### config.mk
export PLATFORM = sky130hd
export DESIGN_NAME = link_tx_fifo
export DESIGN_NICKNAME = d
export VERILOG_FILES = /design/src/rtl/link_tx_fifo.sv
export SDC_FILE = /design/constraint.sdc
export NUM_CORES = 2
export LEC_CHECK = 0
export CAP_MARGIN = 20
export CORE_UTILIZATION = 30
export CTS_CLUSTER_DIAMETER = 100
export DETAILED_ROUTE_END_ITERATION = 12
export SYNTH_ARGS = -nofsm -noshare
export SYNTH_HDL_FRONTEND = slang
export SYNTH_SLANG_ARGS = --single-unit
export TNS_END_PERCENT = 5
### constraint.sdc
create_clock -name clk -period 17.56 [get_ports clk]
set_input_delay 1.756 -clock clk [delete_from_list [all_inputs] [get_ports clk]]
set_output_delay 1.756 -clock clk [all_outputs]
set_load 0.01 [all_outputs]
### src/rtl/link_tx_fifo.sv
// Per-channel elastic transmit FIFOs feeding the inter-FPGA link, plus the per-channel quiescence flag.
// Define LINK_FIFO_BYPASS_EN to let a word cut through an empty channel in the same cycle.
module link_tx_fifo #(
    parameter int WIDTH    = 128,
    parameter int CHANNELS = 4,
    parameter int DEPTH    = 8,
    localparam int CW      = $clog2(DEPTH + 1)
) (
    input  logic                      clk,
    input  logic                      reset,
    input  logic [WIDTH*CHANNELS-1:0] in_data,
    input  logic [CHANNELS-1:0]       in_valid,
    output logic [CHANNELS-1:0]       in_ready,
    output logic [WIDTH*CHANNELS-1:0] out_data,
    output logic [CHANNELS-1:0]       out_valid,
    input  logic [CHANNELS-1:0]       out_ready,
    input  logic [CHANNELS-1:0]       local_busy,
    output logic [CHANNELS-1:0]       has_message_flying,
    output logic [CW*CHANNELS-1:0]    occupancy
);

    localparam int AW = $clog2(DEPTH);

    for (genvar c = 0; c < CHANNELS; c++) begin : g_ch
        logic [WIDTH-1:0] mem [DEPTH];
        logic [AW-1:0]    wr_ptr;
        logic [AW-1:0]    rd_ptr;
        logic [CW-1:0]    count;
        logic             empty;
        logic             full;
        logic             push;
        logic             wr_en;
        logic             rd_en;
        logic [WIDTH-1:0] head;

        assign empty = (count == '0);
        assign full  = (count == CW'(DEPTH));
        // Readiness is purely state-based so out_ready never reaches in_ready combinationally.
        assign in_ready[c] = reset & ~full;
        assign push        = in_valid[c] & in_ready[c];
        assign head        = mem[rd_ptr];
        assign rd_en       = ~empty & out_ready[c];

`ifdef LINK_FIFO_BYPASS_EN
        logic thru;

        // An accepted cut-through word never touches the buffer.
        assign thru         = empty & push & out_ready[c];
        assign wr_en        = push & ~thru;
        assign out_valid[c] = ~empty | (reset & in_valid[c]);
        assign out_data[c*WIDTH +: WIDTH] = empty ? in_data[c*WIDTH +: WIDTH] : head;
`else
        assign wr_en        = push;
        assign out_valid[c] = ~empty;
        assign out_data[c*WIDTH +: WIDTH] = head;
`endif

        assign has_message_flying[c]  = ~empty | in_valid[c] | local_busy[c];
        assign occupancy[c*CW +: CW] = count;

        always_ff @(posedge clk or negedge reset) begin
            if (!reset) begin
                wr_ptr <= '0;
                rd_ptr <= '0;
                count  <= '0;
            end else begin
                if (wr_en) wr_ptr <= wr_ptr + AW'(1);
                if (rd_en) rd_ptr <= rd_ptr + AW'(1);
                if (wr_en && !rd_en)      count <= count + CW'(1);
                else if (rd_en && !wr_en) count <= count - CW'(1);
            end
        end

        // Storage carries no reset; contents are only meaningful below count.
        always_ff @(posedge clk) begin
            if (wr_en) mem[wr_ptr] <= in_data[c*WIDTH +: WIDTH];
        end
    end

endmodule

==> results.md <==
| Stage | Quantity | This run |
|:---|:---|:---|
| synth | Post-synthesis register bit count | 4,136 |
| final layout | Nets | 8,049 |
| hold path | Worst min-delay path class | reg2reg |
| placed design | Worst setup slack before clock tree synthesis | 10.43 ns |
| floorplanning | Ports placed on the boundary | 1,066 |
| synth | Share of the synthesized area in the top cell type | 0.787 |
| flow run | Total of max-cap violations | 0 |
| setup path | R2r worst-path depth | 6 |
| cts | Clock latency on the worst-skew pair | 1.00 ns |
| placed design | Placed cell count | 14,000 |
| final layout | Syn-to-layout area delta | 20.9% |
| sta | Final hold violation count | 0 |
| placed design | Port bufs | 1,065 |
| drt | Residual DRC | 0 |
| sta | Post-Route Skew | 0.0820 ns |
| drt | Routed wire per std cell | 24.9 um |
| final layout | Post-route cell area | 189,000 um^2 |
| setup path | Element type at the critical path start | register |
| sta | Achievable frequency | 127 MHz |
| cts | Post-CTS setup buffer count | 0 |
| setup path | Highest net fanout along the worst path | 47 |
| sta | Final Cycle Share | 0.449 |
| synth | Area leader, netlist | edfxtp_1 |
| sta | RSZ-0062 raised after global routing | false |
| sta | Number of max-slew violations in the final report | 48 |
| power and ir drop | Clk pwr share | 0.287 |
| drt | Post-Route WL | 370 mm |
| floorplanning | Overall die width | 724 um |
| cts | Reg clk slew, reported paths | 0.06 ns |
| drt | Initial DRC count | 5,132 |
| cts | Number of buffers created by CTS | 426 |
| floorplanning | Die Outline Area | 524,000 um^2 |
| placed design | Detail Placement HPWL | 214 mm |
| power and ir drop | Total power | 30.5 mW |
| power and ir drop | Power density over the cells | 161 nW/um^2 |
| sta | Number of endpoints failing setup at the final stage | 0 |
| grt | Largest net degree at the start of global routing | 141 |
| cts | Clock tree buffer depth | 4 |
| drt | Residual antenna-violating net count after detailed routing | 0 |
| final layout | Multi-input gate area | 30,600 um^2 |
| grt | GRT Total Usage | 0.136 |
| run status | Run status | complete, but fails checks |
| synth | Number of warnings issued by yosys | 0 |
| run status | Violations in the final reports | slew limit |
| cts | Resized Gates After CTS | 0 |
| floorplanning | Die Y | 724 um |
| final layout | Fraction of final layout cells with drive strength greater than 1 | 0.289 |
| drt | Number of vias per cell | 4.70 |
| hold path | Cell count of the worst hold path | 1 |
| setup path | Crit path capture type | primary output |
| floorplanning | Std cell rows | 264 |
| setup path | Crit path required time | 15.80 ns |
| cts | Level count of the clock H-tree | 5 |
| power and ir drop | Net switching power | 8.82 mW |
| grt | Sum of overflow across all layers after global routing | 0 |
| grt | Number of antenna violations at the first check in global routing | 142 |
| power and ir drop | Sw frac | 0.290 |
| cts | Post-CTS Hold Buffers | 0 |
| power and ir drop | Static leakage | 58.0 nW |
| drt | Total number of vias | 69,600 |
| cts | Cell chosen for the clock root | clkbuf_16 |
| synth | Average instance area after synthesis | 25.3 um^2 |
| synth | Synthesized net count | 6,724 |
| power and ir drop | Internal power | 21.6 mW |
| final layout | Register cell area after layout | 124,000 um^2 |
| grt | Vias in the first global route | 73,200 |
| sta | Worst Setup Slack, final | 9.68 ns |
| synth | Distinct cells, synth | 36 |
| floorplanning | Area of the core | 518,000 um^2 |
| placed design | GP Congestion | 0.736 |
| grt | First-pass GRT wire length | 527 mm |
| synth | Post-synthesis instance total | 6,174 |
| final layout | Non-filler instance count after layout | 14,800 |
| power and ir drop | Part of the total power dissipated in combinational logic | 0.314 |
| sta | Final min period | 7.88 ns |
| power and ir drop | IR drop worst, VDD | 167 uV |
| drt | Pre-antenna DRT Iters | 7 |
| setup path | Arr. time, crit path | 6.12 ns |
| placed design | Placed Area | 175,000 um^2 |
| cts | TritonCTS Sinks | 4,136 |
| cts | CTS tree | done |
| final layout | Fill cells | 46,800 |
| floorplanning | Initial standard-cell utilization of the core | 0.302 |
| synth | Fraction of the yosys area taken by sequential cells | 0.793 |
| sta | Total negative setup slack | 0 ns |
| power and ir drop | Sequential cell fraction of total power | 0.399 |
| synth | Cell area after technology mapping | 156,000 um^2 |
| setup path | Kind of critical path | reg2out |
| sta | Worst-Margin Slew | 1.59 ns |
| synth | Largest cells by area after synthesis | edfxtp_1 79%, mux4_2 15%, mux2_2 3.8% |
| sta | Max-slew headroom at the worst pin | -0.0588 |
==> registers in the layout, summed over array words and instances, names as in the netlist <==
| name | cells |
|---|---|
| g_ch.count | 16 |
| g_ch.rd_ptr | 12 |
| g_ch.mem | 4096 |
| g_ch.wr_ptr | 12 |
==> synth_stat cells <==
library cell and instances:
nor4_1 2, or4b_4 1, o21ai_0 4, a2111o_1 4, buf_2 30, or4b_1 3, nand3b_1 4, nand2b_1 8
and2_1 4, clkbuf_1 90, nor2_1 18, and3_4 1, ha_1 20, buf_6 104, nor3_1 16, buf_1 70
or4_1 8, mux2_2 521, mux4_2 1024, edfxtp_1 4096, a21oi_1 8, mux2i_1 4, mux2_1 3, fa_1 4
nand3_2 1, o211ai_1 8, and3_1 1, nand4_1 8, inv_1 6, nand2_1 16, or3_1 8, xor2_1 2
xnor2_1 22, nand3_1 13, dfrtp_1 40, nand4b_1 2
==> worst max-delay path: stages, from the launching register on <==
cell,delay (ns)
dfrtp_4,1.05
buf_4,0.79
buf_4,0.88
buf_4,0.85
mux4_2,0.60
mux2_2,0.31
clkdlybuf4s50_1,0.50
==> area by class of cell <==
type | count | area share
Antenna cell | 46 | 0.000609
Clock buffer | 543 | 0.0590
Clock inverter | 241 | 0.0130
Inverter | 6 | 0.000119
Multi-Input combinational cell | 1738 | 0.162
Sequential cell | 4136 | 0.657
Tap cell | 6916 | 0.0458
Timing Repair Buffer | 1191 | 0.0632
==> placed cells by master, fill, tap and decap left out, types with 5 or more instances in the layout <==
master	instances
a21oi_1	8
buf_12	17
buf_16	6
buf_4	103
bufinv_16	32
clkbuf_1	115
clkbuf_16	428
clkdlybuf4s50_1	1064
clkinv_1	118
clkinv_16	19
clkinv_2	42
clkinv_4	6
clkinvlp_4	15
dfrtp_1	28
dfrtp_4	12
diode_2	46
edfxtp_1	4096
ha_1	20
inv_1	6
inv_6	5
mux2_2	521
mux4_2	1024
nand2_1	16
nand2b_1	8
nand3_1	13
nand4_1	8
nor2_4	18
nor3_2	12
o211ai_1	8
or3_1	8
or4_1	8
xnor2_1	22
==> metrics by stage <==
stage,hold slack [ns],util
after floorplan,0.481,-
after global placement,0.494,0.338
after detailed placement,0.514,0.338
after CTS,0.526,0.364
after global routing,0.558,0.365
final,0.529,0.365
==> worst paths after layout <==
path	startpoint	end	slack, ns
max in group asynchronous	reset	g_ch[3].wr_ptr[2]$_DFFE_PN0P_	15.48
min	g_ch[0].wr_ptr[0]$_DFFE_PN0P_	g_ch[0].wr_ptr[0]$_DFFE_PN0P_	0.53
min in group asynchronous	reset	g_ch[0].rd_ptr[2]$_DFFE_PN0P_	0.73
max reg2reg	g_ch[0].count[0]$_DFFE_PN0P_	g_ch[0].mem[1][70]$_DFFE_PP_	12.89
min reg2reg	g_ch[0].wr_ptr[0]$_DFFE_PN0P_	g_ch[0].wr_ptr[0]$_DFFE_PN0P_	0.53
max	g_ch[1].rd_ptr[0]$_DFFE_PN0P_	out_data[235]	9.68
==> power groups by stage <==
stage | Sequential [mW] | Clock [mW] | Combinational, mW
CTS | 12.2 | 8.94 | 9.75
global route | 12.3 | 9.29 | 10.1
finish | 12.2 | 8.73 | 9.57
global placement | 12.3 | 0 | 9.65
floorplan | 12.2 | 0 | 5.84
detailed placement | 12.4 | 0 | 9.69
==> routing by layer <==
layer,vias to the layer above,part of all wire,GRT usage
met3,703,0.065,0.0324
met2,1960,0.50,0.232
met4,70,0.033,0.0454
li1,29400,-,-
met5,-,0.0012,0
met1,37500,0.40,0.171
==> cell families (layout without fill, tap and decap cells) <==
group | count (synthesis) | after routing | synth area share
buffers and inverters | 300 | 1981 | 0.0124
flip-flops | 4136 | 4136 | 0.793
XOR/XNOR | 24 | 24 | 0.00134
adder cells (fa/ha/maj) | 24 | 24 | 0.00211
multiplexers | 1552 | 1552 | 0.186
AND/OR/NAND/NOR | 114 | 114 | 0.00409
AO/OA/AOI/OAI | 24 | 24 | 0.00106
other | 0 | 46 | 0
Power figures use the tool's default switching activity.
